`src/rtl/io_bus_ctrl.sv`:
```
// Memory-mapped I/O bus controller: memory/IO decode, LED and 7-segment registers,
// switch/button synchronisers, UART TX FIFO and single-byte RX holding register.
module io_bus_ctrl #(
  parameter int ADDR_W   = 6,
  parameter int N_LED    = 16,
  parameter int N_SW     = 16,
  parameter int N_BTN    = 4,
  parameter int TX_DEPTH = 4
) (
  input  logic              clk,
  input  logic              rst,
  input  logic [ADDR_W-1:0] addr,
  input  logic              w_enable,
  input  logic              r_enable,
  input  logic [3:0]        cs_in,
  input  logic [31:0]       data_in,
  output logic              stall,
  output logic              w_enable_mem,
  output logic [3:0]        cs_mem,
  output logic              io_rvalid,
  output logic [31:0]       io_rdata,
  output logic [N_LED-1:0]  leds,
  output logic [31:0]       seg7,
  input  logic [N_SW-1:0]   sw_in,
  input  logic [N_BTN-1:0]  btn_in,
  output logic              tx_valid,
  output logic [7:0]        tx_data,
  input  logic              tx_ready,
  input  logic              rx_valid,
  input  logic [7:0]        rx_data
);
  localparam int PW = $clog2(TX_DEPTH);
  localparam int CW = PW + 1;

  localparam logic [5:0] OFF_UART_DATA = 6'h20;
  localparam logic [5:0] OFF_UART_STAT = 6'h21;
  localparam logic [5:0] OFF_LEDS      = 6'h30;
  localparam logic [5:0] OFF_SW        = 6'h31;
  localparam logic [5:0] OFF_BTN       = 6'h32;
  localparam logic [5:0] OFF_SEG7      = 6'h33;

  logic          io;
  logic [5:0]    offset;
  logic          io_wr, io_rd;
  logic          push, pop;
  logic          rd_rx, rd_stat, rd_btn;
  logic          tx_full, tx_empty;
  logic [CW-1:0] cnt;
  logic [PW-1:0] wr_ptr, rd_ptr;
  logic [7:0]    fifo_mem [TX_DEPTH];
  logic [7:0]    rx_hold;
  logic          rx_full, rx_overrun;
  logic [N_SW-1:0]  sw_meta, sw_sync;
  logic [N_BTN-1:0] btn_meta, btn_sync, btn_prev, sticky;
  logic [31:0]   rd_data;

  assign io     = addr[ADDR_W-1];
  assign offset = addr[5:0];

  assign tx_full  = (cnt == CW'(TX_DEPTH));
  assign tx_empty = (cnt == '0);
  assign stall    = w_enable && io && (offset == OFF_UART_DATA) && tx_full;

  // A simultaneous write wins over the read; a stalled write does nothing.
  assign io_wr   = w_enable && !stall && io;
  assign io_rd   = r_enable && !w_enable && io;
  assign push    = io_wr && (offset == OFF_UART_DATA);
  assign pop     = tx_valid && tx_ready;
  assign rd_rx   = io_rd && (offset == OFF_UART_DATA);
  assign rd_stat = io_rd && (offset == OFF_UART_STAT);
  assign rd_btn  = io_rd && (offset == OFF_BTN);

  assign w_enable_mem = w_enable && !io;
  assign cs_mem       = io ? 4'b0000 : cs_in;

  assign tx_valid = !tx_empty;
  assign tx_data  = tx_valid ? fifo_mem[rd_ptr] : 8'h00;

  // NOTE: the FIFO storage has no reset; cnt alone decides what is visible,
  // which keeps the array mappable onto plain RAM/LUT storage.
  always_ff @(posedge clk) begin
    if (push) fifo_mem[wr_ptr] <= data_in[7:0];
  end

  // NOTE: all sequential state uses non-blocking assignments so every register
  // samples the pre-edge values regardless of process ordering.
  always_ff @(posedge clk or posedge rst) begin
    if (rst) begin
      wr_ptr <= '0;
      rd_ptr <= '0;
      cnt    <= '0;
    end else begin
      if (push) wr_ptr <= wr_ptr + PW'(1);
      if (pop)  rd_ptr <= rd_ptr + PW'(1);
      cnt <= cnt + CW'(push) - CW'(pop);
    end
  end

  // A byte arriving while the old one is being read is captured, not an overrun.
  always_ff @(posedge clk or posedge rst) begin
    if (rst) begin
      rx_hold    <= '0;
      rx_full    <= 1'b0;
      rx_overrun <= 1'b0;
    end else begin
      if (rx_valid && (!rx_full || rd_rx)) begin
        rx_hold <= rx_data;
        rx_full <= 1'b1;
      end else if (rd_rx) begin
        rx_full <= 1'b0;
      end
      if (rx_valid && rx_full && !rd_rx) rx_overrun <= 1'b1;
      else if (rd_stat)                  rx_overrun <= 1'b0;
    end
  end

  always_ff @(posedge clk or posedge rst) begin
    if (rst) begin
      sw_meta  <= '0;
      sw_sync  <= '0;
      btn_meta <= '0;
      btn_sync <= '0;
      btn_prev <= '0;
      sticky   <= '0;
    end else begin
      sw_meta  <= sw_in;
      sw_sync  <= sw_meta;
      btn_meta <= btn_in;
      btn_sync <= btn_meta;
      btn_prev <= btn_sync;
      sticky   <= (rd_btn ? '0 : sticky) | (btn_sync & ~btn_prev);
    end
  end

  always_ff @(posedge clk or posedge rst) begin
    if (rst) begin
      leds <= '0;
      seg7 <= '0;
    end else begin
      if (io_wr && offset == OFF_LEDS)
        for (int i = 0; i < N_LED; i++)
          if (cs_in[i/8]) leds[i] <= data_in[i];
      if (io_wr && offset == OFF_SEG7)
        for (int i = 0; i < 32; i++)
          if (cs_in[i/8]) seg7[i] <= data_in[i];
    end
  end

  // NOTE: rd_data gets a default before the case so no path leaves it unassigned,
  // which would otherwise infer a latch.
  always_comb begin
    rd_data = '0;
    case (offset)
      OFF_UART_DATA: rd_data[7:0]        = rx_hold;
      OFF_UART_STAT: rd_data[4+CW-1:0]   = {cnt, rx_overrun, rx_full, tx_empty, tx_full};
      OFF_LEDS:      rd_data[N_LED-1:0]  = leds;
      OFF_SW:        rd_data[N_SW-1:0]   = sw_sync;
      OFF_BTN: begin
        rd_data[16 +: N_BTN] = sticky;
        rd_data[N_BTN-1:0]   = btn_sync;
      end
      OFF_SEG7:      rd_data             = seg7;
      default:       rd_data             = '0;
    endcase
  end

  always_ff @(posedge clk or posedge rst) begin
    if (rst) begin
      io_rvalid <= 1'b0;
      io_rdata  <= '0;
    end else begin
      io_rvalid <= io_rd;
      if (io_rd) io_rdata <= rd_data;
    end
  end
endmodule

```
`config.mk`:
```
export PLATFORM = sky130hd
export DESIGN_NAME = io_bus_ctrl
export DESIGN_NICKNAME = d
export VERILOG_FILES = /design/src/rtl/io_bus_ctrl.sv
export SDC_FILE = /design/constraint.sdc
export NUM_CORES = 1
export LEC_CHECK = 0
export BUFFER_PORTS_ARGS = -buffer_cell sky130_fd_sc_hd__buf_2
export CAP_MARGIN = 5
export CORE_AREA = 2 2 114 116
export DETAILED_ROUTE_END_ITERATION = 6
export DIE_AREA = 0 0 116 118
export GPL_TIMING_DRIVEN = 0
export PLACE_DENSITY = 0.94
export SLEW_MARGIN = 20
export SYNTH_ARGS = -nofsm -noshare
export SYNTH_HDL_FRONTEND = slang
export SYNTH_SLANG_ARGS = --single-unit
```
`constraint.sdc`:
```
create_clock -name clk -period 6.8 [get_ports clk]
set_input_delay 0.34 -clock clk [delete_from_list [all_inputs] [get_ports clk]]
set_output_delay 0.34 -clock clk [all_outputs]
set_load 0.005 [all_outputs]
```
==> results of run 1 <==
==> flip-flops by register name, summed over array words and instances (netlist names), 3 cells and up <==
signal,flops
sticky,4
fifo_mem,32
sw_sync,16
btn_sync,4
rx_hold,8
seg7,32
leds,16
btn_meta,4
io_rdata,32
btn_prev,4
cnt,3
sw_meta,16
==> through the flow <==
stage | hold slack (ns) | power [W] | utilization, % | area (um^2) | setup slack (ns)
2_1_floorplan | 0.331 | 0.00142 | - | 6960 | 2.54
3_3_place_gp | 0.332 | 0.00155 | 64.7 | 8030 | 1.39
5_1_grt | 0.00851 | 0.00259 | 70.0 | 8680 | 4.28
4_1_cts | 0.000361 | 0.00251 | 70.0 | 8680 | 4.36
3_5_place_dp | 0.326 | 0.00158 | 65.0 | 8070 | 4.05
6_report | 0.0177 | 0.00250 | 70.0 | 8680 | 4.36
==> kinds of logic (layout without fill, tap and decap cells) <==
kind of cell	Yosys count	in the layout
compound gates	50	50
xor+xnor	5	5
fa+ha+maj	7	7
buf+inv	38	247
flops	178	178
mux	84	84
simple gates	119	119
==> where the power goes <==
part / switching [W] / internal (W) / total (W)
Sequential: 0.0000433 / 0.00115 / 0.00119
Combinational: 0.000184 / 0.000186 / 0.000370
Clock: 0.000394 / 0.000539 / 0.000932
Total: 0.000622 / 0.00187 / 0.00250
==> routing by layer <==
layer,part of all wire [%],GRT usage (%),routed length [um]
met1,38,32.2,6510
met2,51,43.9,8750
met3,8.4,8.81,1450
met4,3.5,12.1,599
met5,0,0,0
==> worst max path at each step <==
stage | start | end | slack, ns | cells after the start
after floorplan | rst | btn_meta[0] | 2.54 | 1
after global placement | rst | leds[6] | 1.39 | 2
after detailed placement | addr[5] | cnt[2] | 4.05 | 11
after CTS | cnt[1] | cnt[2] | 4.36 | 9
after global routing | cnt[1] | cnt[2] | 4.28 | 9
final | cnt[1] | cnt[2] | 4.36 | 9
==> critical path, stage by stage (launching register included) <==
cell     delay [ns]
dfrtp_1        0.45
or3_1          0.39
and2_1         0.23
ha_1           0.31
inv_1          0.06
ha_1           0.15
inv_1          0.06
fa_1           0.38
xnor2_1        0.20
xnor2_1        0.14
==> cells in the mapped netlist, types with 2 or more instances <==
library cell / n
nor3_1: 4
mux2_1: 2
clkbuf_1: 10
mux4_2: 10
mux2i_1: 5
nor2_1: 17
a31oi_1: 3
a221oi_1: 6
inv_1: 18
ha_1: 6
mux2_2: 67
or2_2: 2
buf_2: 9
a32oi_1: 3
and2_1: 13
o32ai_1: 3
dfrtp_1: 146
and2b_1: 2
nor3b_1: 2
edfxtp_1: 32
a21oi_1: 6
a22o_1: 5
xnor2_1: 4
a22oi_1: 10
nand2b_1: 3
o21ai_0: 12
nand4_2: 2
nand2_1: 47
and2b_2: 3
nand3_1: 15
==> layout by cell type, fill, tap and decap left out, types with 10 or more instances in the layout <==
| cell | n |
|---|---|
| mux4_2 | 10 |
| a22oi_1 | 10 |
| dfrtp_1 | 146 |
| clkbuf_1 | 11 |
| nand2_1 | 47 |
| mux2_2 | 67 |
| clkbuf_16 | 17 |
| buf_2 | 180 |
| inv_1 | 17 |
| edfxtp_1 | 32 |
| nand3_1 | 15 |
| nor2_1 | 17 |
| and2_1 | 13 |
| o21ai_0 | 12 |
==> cell type report <==
type / instances / area (um^2)
clock inverter: 10 / 82.6
inverter: 18 / 75.1
clock buffer: 22 / 484
multi-input combinational: 265 / 2190
timing repair buffer: 177 / 933
tap: 172 / 215
sequential: 178 / 4610
fill: 875 / 3730
buffer: 20 / 93.8
==> repair_timing <==
| item | 4_1_cts | 5_1_grt |
|---|---|---|
| hold endpoints to repair | 39 | 0 |
| hold buffers | 5 | 0 |
| endpoints found under the setup margin | 0 | 0 |
| buffers inserted | 0 | 0 |
==> flow_summary.yaml, run 1 <==
logic_synthesis:
  synth_compound_area_share_pct: 5.30
  postSynth.asyncResetShare_pct: 82.0
  yosys_most_used_dff: "dfrtp_1"
  synth_area_leaders: "dfrtp_1 (52%), edfxtp_1 (14%), mux2_2 (11%)"
  syn_nets: 564
  synth_cell_types: 44
  avgSynthCellArea_um2: 14.5
  netlist_area_um2: 6960
  seq_area_frac_synth_pct: 66.3
  synth_top_family_by_area: "multiplexers"
  yosys_warnings: 0
  synth_top_area_share_pct: 52.5
  synth_cells: 481
  synth_edf_count: 32
  synth_top_area_cell: "dfrtp_1"
  muxShareOfSynthArea_pct: 15.1
  synth_xor_area_share_pct: 0.629
  synth-seq-cells: 178
  yosys.area_share.simple_pct: 8.99
  yosys.area_share.adder_pct: 1.37
layout:
  areaGrowthSynthToFinish_pct: 24.7
  final_cells: 862
  nNetsFinal: 760
  num_antenna_cells: 0
  drive_above_1_share_pct: 43.9
detailed_routing:
  dr.pass1.iters: 5
  viasPerCell: 5.56
  num_vias: 4790
  wl_per_cell_um: 20.1
  wl_mm: 17.3
  drtAntennaViolNets: 0
  drcViolationCount: 0
  drt_iter0_markers: 407
setup_path:
  r2r_setup_slack_ns: 4.36
  r2r_cells: 9
  cp-start-kind: "flop"
  crit_arrival_ns: 2.79
  path_max_fanout: 5
  r2r-end: "cnt[2]"
  crit_type: "flop to flop"
  worstPathRequired_ns: 7.15
  r2r-start: "cnt[1]"
  endpoint_kind: "flop"
placement:
  gp_congestion: 0.850
  portBuffers: 171
  dp.cells: 825
  hpwl_mm: 12.6
die:
  die_area_um2: 13700
  rows: 41
  fp.dieH_um: 118
  core_region_area_um2: 12400
  ios: 172
  start_util_pct: 56.1
  fp.dieW_um: 116
sta:
  clock_skew_ns: 0.00728
  worst_slew_pin_slew_ns: 0.856
  fin_crit_ns: 2.44
  relSlewSlack_pct: 42.5
  finalCritPeriodShare_pct: 35.9
  setup_violations: 0
  hold_viol: 0
  rsz0062_at_grt: "false"
  setup_tns_ns: 0
  max_freq_mhz: 410
  slew_violations: 0
min_path:
  hp-start: "sw_in[10]"
  hold_class: "input pin to flop"
  worstHoldPathCells: 1
  hold_path_end: "sw_meta[10]"
cts:
  postCtsResizedCells: 0
  cts_buffers: 17
  cts_tree: "built"
  root_buffer: "clkbuf_16"
  clock_latency_ns: 0.43
  clkSinkCount: 178
  clkTransAtPathRegs_ns: 0.06
  clockBufferDepth: 2
  ctsHtreeMaxLevel: 4
global_routing:
  grt_pass1_wl_mm: 27.2
  gr-total-overflow: 0
  grt_max_degree: 112
  antenna_found_initial: 0
  grt_pass1_vias: 5236
  grt_usage_pct: 26.8
flow_run:
  maxCapViolCount: 0
power_and_ir_drop:
  p_per_area_nw_per_um2: 287
  cellLeakagePower_nw: 4.32
  ir_drop_mv: 0.179
outcome:
  status: "finished clean"
Power figures use the tool's default switching activity.
==> inputs of run 2 (changes only) <==
- ABC_AREA: not set -> 1
- CORE_AREA: 2 2 114 116 -> 2 2 120 122
- DIE_AREA: 0 0 116 118 -> 0 0 122 124
- PLACE_DENSITY: 0.94 -> 0.9
- clock period: 6.8 -> 2.4 ns (I/O delays scaled with it)
==> run 2 against run 1 <==
  * Clock skew increased by 0.0020 ns
  * Fmax up 11%
  * Clock-buffer cell count fell by 4
  * First-iteration DRC count rose by 71%
  * Cell area rose by 12%
  * Largest power group unchanged
==> flow_summary.yaml, run 2 <==
layout:
  layout_commonest_cell: "nand2_1"
  layout_common_cells: "nand2_1 (224), buf_2 (179), dfrtp_1 (146), nand3_1 (67), nor2_1 (65)"
  num_antenna_cells: 0
  drive_above_1_share_pct: 24.4
  nNetsFinal: 1091
  post-route-util_pct: 70.7
  areaGrowthSynthToFinish_pct: 32.2
  reg_top3: "fifo_mem: 32 flops, io_rdata: 32 flops, seg7: 32 flops"
setup_path:
  r2r_setup_slack_ns: 0.20
  endpoint_kind: "flop"
  path_max_fanout: 8
  r2r-start: "cnt[1]"
  cp-start-kind: "flop"
  crit_type: "flop to flop"
  r2r_cells: 10
  crit_arrival_ns: 2.52
  r2r-end: "cnt[1]"
  worstPathRequired_ns: 2.72
sta:
  setup_violations: 0
  rsz0062_at_grt: "false"
  max_freq_mhz: 454
  hold_viol: 0
  relSlewSlack_pct: 53.5
  clock_skew_ns: 0.00932
  fin_crit_ns: 2.20
  slew_violations: 0
  finalCritPeriodShare_pct: 91.8
  worst_slew_pin_slew_ns: 0.697
min_path:
  worstHoldPathCells: 3
  hold_path_end: "seg7[23]"
  hp-start: "cs_in[2]"
  hold_class: "input pin to flop"
cts:
  ctsHtreeMaxLevel: 4
  cts_tree: "built"
  cts_buffers: 17
  clkTransAtPathRegs_ns: 0.07
  root_buffer: "clkbuf_16"
  clkSinkCount: 178
  clock_latency_ns: 0.43
  clockBufferDepth: 2
logic_synthesis:
  synth_top_area_cell: "dfrtp_1"
  synth_common_cells: "nand2_1 (225), dfrtp_1 (146), nor2_1 (69), nand3_1 (67), nand4_1 (51)"
  syn_nets: 843
  synth_edf_count: 32
  synth_area_leaders: "dfrtp_1 (50%), edfxtp_1 (13%), nand2_1 (12%)"
  seq_area_frac_synth_pct: 62.9
  avgSynthCellArea_um2: 9.66
  synth_top_area_share_pct: 49.8
  netlist_area_um2: 7340
  synth-seq-cells: 178
  synth_cell_types: 30
  synth_cells: 760
  postSynth.asyncResetShare_pct: 82.0
  yosys_most_used_dff: "dfrtp_1"
  yosysMostFrequentCell: "nand2_1"
  yosys_warnings: 0
die:
  fp.dieW_um: 122
  start_util_pct: 53.5
  die_area_um2: 15100
  ios: 172
  rows: 43
  core_region_area_um2: 13700
  fp.dieH_um: 124
placement:
  hpwl_mm: 14.3
  portBuffers: 165
  gp_congestion: 0.944
power_and_ir_drop:
  swShare_pct: 27.8
  p_seq_share_pct: 45.2
  intPower_w: 0.00542
  p_per_area_nw_per_um2: 773
  clockPowerShare_pct: 38.2
  ir_drop_mv: 0.458
  netSwitchingPower_w: 0.00209
  cellLeakagePower_nw: 5.08
  comb_power_share_pct: 16.5
  power.total_w: 0.00750
detailed_routing:
  dr.pass1.iters: 6
  wl_per_cell_um: 17.7
  drtAntennaViolNets: 0
  drt_iter0_markers: 698
  viasPerCell: 5.55
  wl_mm: 21.2
  drcViolationCount: 0
  num_vias: 6669
global_routing:
  grt_pass1_wl_mm: 33.2
  grt_pass1_vias: 6450
  grt_usage_pct: 29.0
  grt_max_degree: 37
  antenna_found_initial: 0
  gr-total-overflow: 0
flow_run:
  maxCapViolCount: 0
outcome:
  status: "finished clean"
[run 2: changes by cell type in the layout (fill, tap and decap cells not counted), sizes merged, moves of 13 or more]
cell | previous run | this run
inv | 18 | 44
nand3 | 15 | 68
mux2 | 69 | 0
and2 | 13 | 0
nand4 | 2 | 56
dlygate4sd3 | 5 | 61
nor2 | 17 | 80
o21ai | 12 | 41
nand2 | 48 | 227
[run 2: layer usage]
| layer | up-vias | global-route usage (%) | share of wire, % |
|---|---|---|---|
| met5 | - | 0 | 0 |
| met4 | 0 | 12.5 | 3.9 |
| met3 | 93 | 6.18 | 7.1 |
| met2 | 400 | 47.6 | 49 |
| met1 | 3155 | 37.6 | 40 |
| li1 | 3021 | - | - |
[run 2: layout make-up]
| class | instances | area, um^2 |
|---|---|---|
| flip-flops and latches | 178 | 4610 |
| clock inverters | 14 | 179 |
| repair buffers | 230 | 1520 |
| clock buffers | 18 | 429 |
| well taps | 180 | 225 |
| plain buffers | 36 | 186 |
| fillers | 973 | 4020 |
| multi-input cells | 503 | 2390 |
| inverters | 42 | 161 |
[run 2: how the worst max path moves through the flow]
stage / endpoint / from / slack, ns / cells past startpoint
final: cnt[1] / cnt[1] / 0.20 / 10
after floorplan: btn_meta[0] / rst / 0.45 / 1
after detailed placement: fifo_mem[1][3] / cnt[1] / 0.09 / 6
after CTS: fifo_mem[1][7] / cnt[1] / 0.04 / 6
after global routing: cnt[1] / cnt[1] / 0.02 / 10
after global placement: rd_ptr[1] / rst / -0.43 / 2
[run 2: worst max-delay path, cell delays in order, from the launching register on]
cell and delay [ns]:
dfrtp_1 0.50, nor2_1 0.08, nand3_1 0.11, nor2_2 0.08
nor2_2 0.30, nand2_2 0.22, inv_1 0.10, ha_1 0.13
inv_1 0.05, fa_1 0.47, inv_1 0.05
[run 2: through the flow]
step	TNS [ns]	hold WS (ns)	instance area [um^2]	setup slack (ns)	std cells
3_5_place_dp	0	0.190	8470	0.0897	1109
6_report	0	0.0547	9700	0.198	1201
5_1_grt	0	0.0695	9700	0.0231	1201
2_1_floorplan	0	0.151	7340	0.447	760
4_1_cts	0	0.0387	9690	0.0355	1202
3_3_place_gp	-61.09	0.229	8390	-0.427	1105
[run 2: power groups by stage]
stage,logic (W),clock network (W),registers (W)
5_1_grt,0.00140,0.00302,0.00341
2_1_floorplan,0.000670,0,0.00341
3_5_place_dp,0.00115,0,0.00344
6_report,0.00124,0.00287,0.00339
3_3_place_gp,0.00109,0,0.00343
4_1_cts,0.00124,0.00289,0.00339
[run 2: what timing repair did]
action	CTS	global route
gates resized for setup	0	5
hold buffers	61	0
endpoints found under the hold margin	114	0
endpoints found under the setup margin	0	34
buffers inserted	0	0
[run 2: cell families (layout without fill, tap and decap cells)]
| logic type | Yosys count | count (layout) | synth area share (%) |
|---|---|---|---|
| AND/OR/NAND/NOR | 432 | 432 | 26.4 |
| flip-flops | 178 | 178 | 62.9 |
| buffers and inverters | 79 | 340 | 4.74 |
| AO/OA/AOI/OAI | 60 | 60 | 4.18 |
| adder cells (fa/ha/maj) | 7 | 7 | 1.30 |
| XOR/XNOR | 4 | 4 | 0.477 |
==> inputs of run 3 (changes only) <==
- ABC_AREA: 1 -> 0
- CORE_AREA: 2 2 120 122 -> 2 2 118 120
- DIE_AREA: 0 0 122 124 -> 0 0 120 122
- PLACE_DENSITY: 0.9 -> not set
- PLACE_DENSITY_LB_ADDON: not set -> 0.2
==> run 3 against run 2 <==
  * Sequential power hardly changed
  * Non-clock buffer count is 7 lower
  * First-iteration DRC count is 61% lower
  * Largest power group unchanged
  * Cell count is 22% lower
  * Sequential share of layout area is 1.8 points higher
  * Power is 4.1% lower
  * Core utilization is 1.4 points lower
  * Clock-buffer cell count is 4 higher
  * Fmax is 2.7% lower
  * Largest cell class unchanged
  * Clock power is 7.0% lower
  * Setup slack worse by 0.061 ns
==> flow_summary.yaml, run 3 (synthesized netlist as in run 1, its figures left out) <==
placement:
  pre_cts_slack_ns: -0.0732
  placed_area_um2: 8130
  dp.cells: 836
  hpwl_mm: 11.6
  gp_congestion: 0.846
  portBuffers: 171
die:
  start_util_pct: 51.6
  die_area_um2: 14600
  rows: 43
  fp.dieH_um: 122
  fp.dieW_um: 120
  ios: 172
  core_region_area_um2: 13500
layout:
  multi_input_area_um2: 2200
  layout_common_cells: "buf_2 (180), dfrtp_1 (145), mux2_2 (67), dlygate4sd3_1 (62), nand2_1 (47)"
  nFillCells: 976
  layout_commonest_cell: "buf_2"
  drive_above_1_share_pct: 41.0
  reg_top3: "fifo_mem: 32 flops, io_rdata: 32 flops, seg7: 32 flops"
  final_cells: 933
  nNetsFinal: 822
  final_area_um2: 9350
  regArea_um2: 4620
  areaGrowthSynthToFinish_pct: 34.4
sta:
  fin_ws_ns: 0.136
  setup_violations: 0
  slew_violations: 0
  worst_slew_pin_slew_ns: 0.639
  hold_viol: 0
  fin_crit_ns: 2.26
  rsz0062_at_grt: "false"
  relSlewSlack_pct: 57.1
  clock_skew_ns: 0.00584
  finalCritPeriodShare_pct: 94.3
  max_freq_mhz: 442
setup_path:
  r2r-start: "cnt[2]"
  r2r_setup_slack_ns: 0.14
  r2r_cells: 9
  r2r-end: "cnt[2]"
  path_max_fanout: 4
  worstPathRequired_ns: 2.71
  endpoint_kind: "flop"
  cp-start-kind: "flop"
  crit_arrival_ns: 2.57
  crit_type: "flop to flop"
global_routing:
  grt_usage_pct: 23.2
  gr-total-overflow: 0
  antenna_found_initial: 1
  grt_pass1_vias: 5007
  grt_max_degree: 38
  grt_pass1_wl_mm: 25.6
cts:
  cts_buffers: 17
  clock_latency_ns: 0.42
  clkSinkCount: 178
  clockBufferDepth: 2
  root_buffer: "clkbuf_16"
  clkTransAtPathRegs_ns: 0.06
  cts_tree: "built"
  ctsHtreeMaxLevel: 4
detailed_routing:
  wl_mm: 16.1
  drt_iter0_markers: 273
  drtAntennaViolNets: 0
  wl_per_cell_um: 17.3
  num_vias: 4786
  drcViolationCount: 0
  dr.pass1.iters: 4
  viasPerCell: 5.13
power_and_ir_drop:
  netSwitchingPower_w: 0.00172
  clockPowerShare_pct: 37.1
  cellLeakagePower_nw: 4.59
  ir_drop_mv: 0.468
  swShare_pct: 23.9
  p_per_area_nw_per_um2: 769
  intPower_w: 0.00547
  p_seq_share_pct: 46.8
  comb_power_share_pct: 16.1
min_path:
  hold_class: "input pin to flop"
  worstHoldPathCells: 3
  hold_path_end: "rd_ptr[0]"
  hp-start: "tx_ready"
flow_run:
  maxCapViolCount: 0
outcome:
  status: "finished clean"
run 3: worst max-delay path, stage by stage, from the launching register on:
cell and delay, ns:
dfrtp_1 0.41, or3_1 0.40, and2_4 0.19, ha_1 0.28
inv_1 0.06, ha_1 0.14, inv_1 0.05, fa_2 0.35
xnor2_2 0.15, xnor2_1 0.12
run 3: cell type report:
class                   count  share of cell area (%)
plain buffers              20                    1.00
well taps                 180                    2.41
multi-input cells         265                    23.5
inverters                  18                   0.762
diodes                      2                  0.0535
repair buffers            239                    16.8
clock inverters             9                    1.15
flip-flops and latches    178                    49.3
clock buffers              22                    4.98
run 3: how the worst max path moves through the flow:
stage / from / endpoint / slack [ns] / cells after the start
CTS: cnt[1] / cnt[2] / 0.001 / 9
floorplan: cnt[1] / cnt[2] / 0.18 / 9
finish: cnt[2] / cnt[2] / 0.14 / 9
detailed placement: addr[5] / cnt[2] / -0.07 / 11
global route: cnt[2] / cnt[2] / 0.02 / 9
global placement: rst / seg7[21] / -0.32 / 2
run 3: routing by layer:
layer,vias to the layer above,routed length [um],GRT usage (%)
li1,2232,-,-
met1,2368,6510,28.2
met2,156,8210,38.7
met3,30,1030,7.44
met4,0,390,9.49
met5,-,0,0
run 3: power groups by stage:
| stage | clock network [W] | registers [W] | logic [W] |
|---|---|---|---|
| after global routing | 0.00286 | 0.00339 | 0.00129 |
| after detailed placement | 0 | 0.00343 | 0.00103 |
| final | 0.00267 | 0.00337 | 0.00116 |
| after global placement | 0 | 0.00342 | 0.000978 |
| after CTS | 0.00272 | 0.00337 | 0.00112 |
| after floorplan | 0 | 0.00341 | 0.000630 |
run 3: per-stage QoR:
stage,util (%),hold WS (ns),power [W],TNS (ns)
final,69.3,0.0609,0.00720,0
after global routing,69.2,0.0579,0.00753,0
after CTS,69.0,0.0862,0.00720,0
after detailed placement,60.2,0.168,0.00446,-0.0732
after global placement,59.6,0.228,0.00440,-44.96
after floorplan,-,0.151,0.00404,0
run 3: repair_timing:
action,4_1_cts,5_1_grt
setup endpoints to repair,0,1
hold buffers,62,0
resized for setup,0,4
setup buffers,0,2
endpoints found under the hold margin,112,0
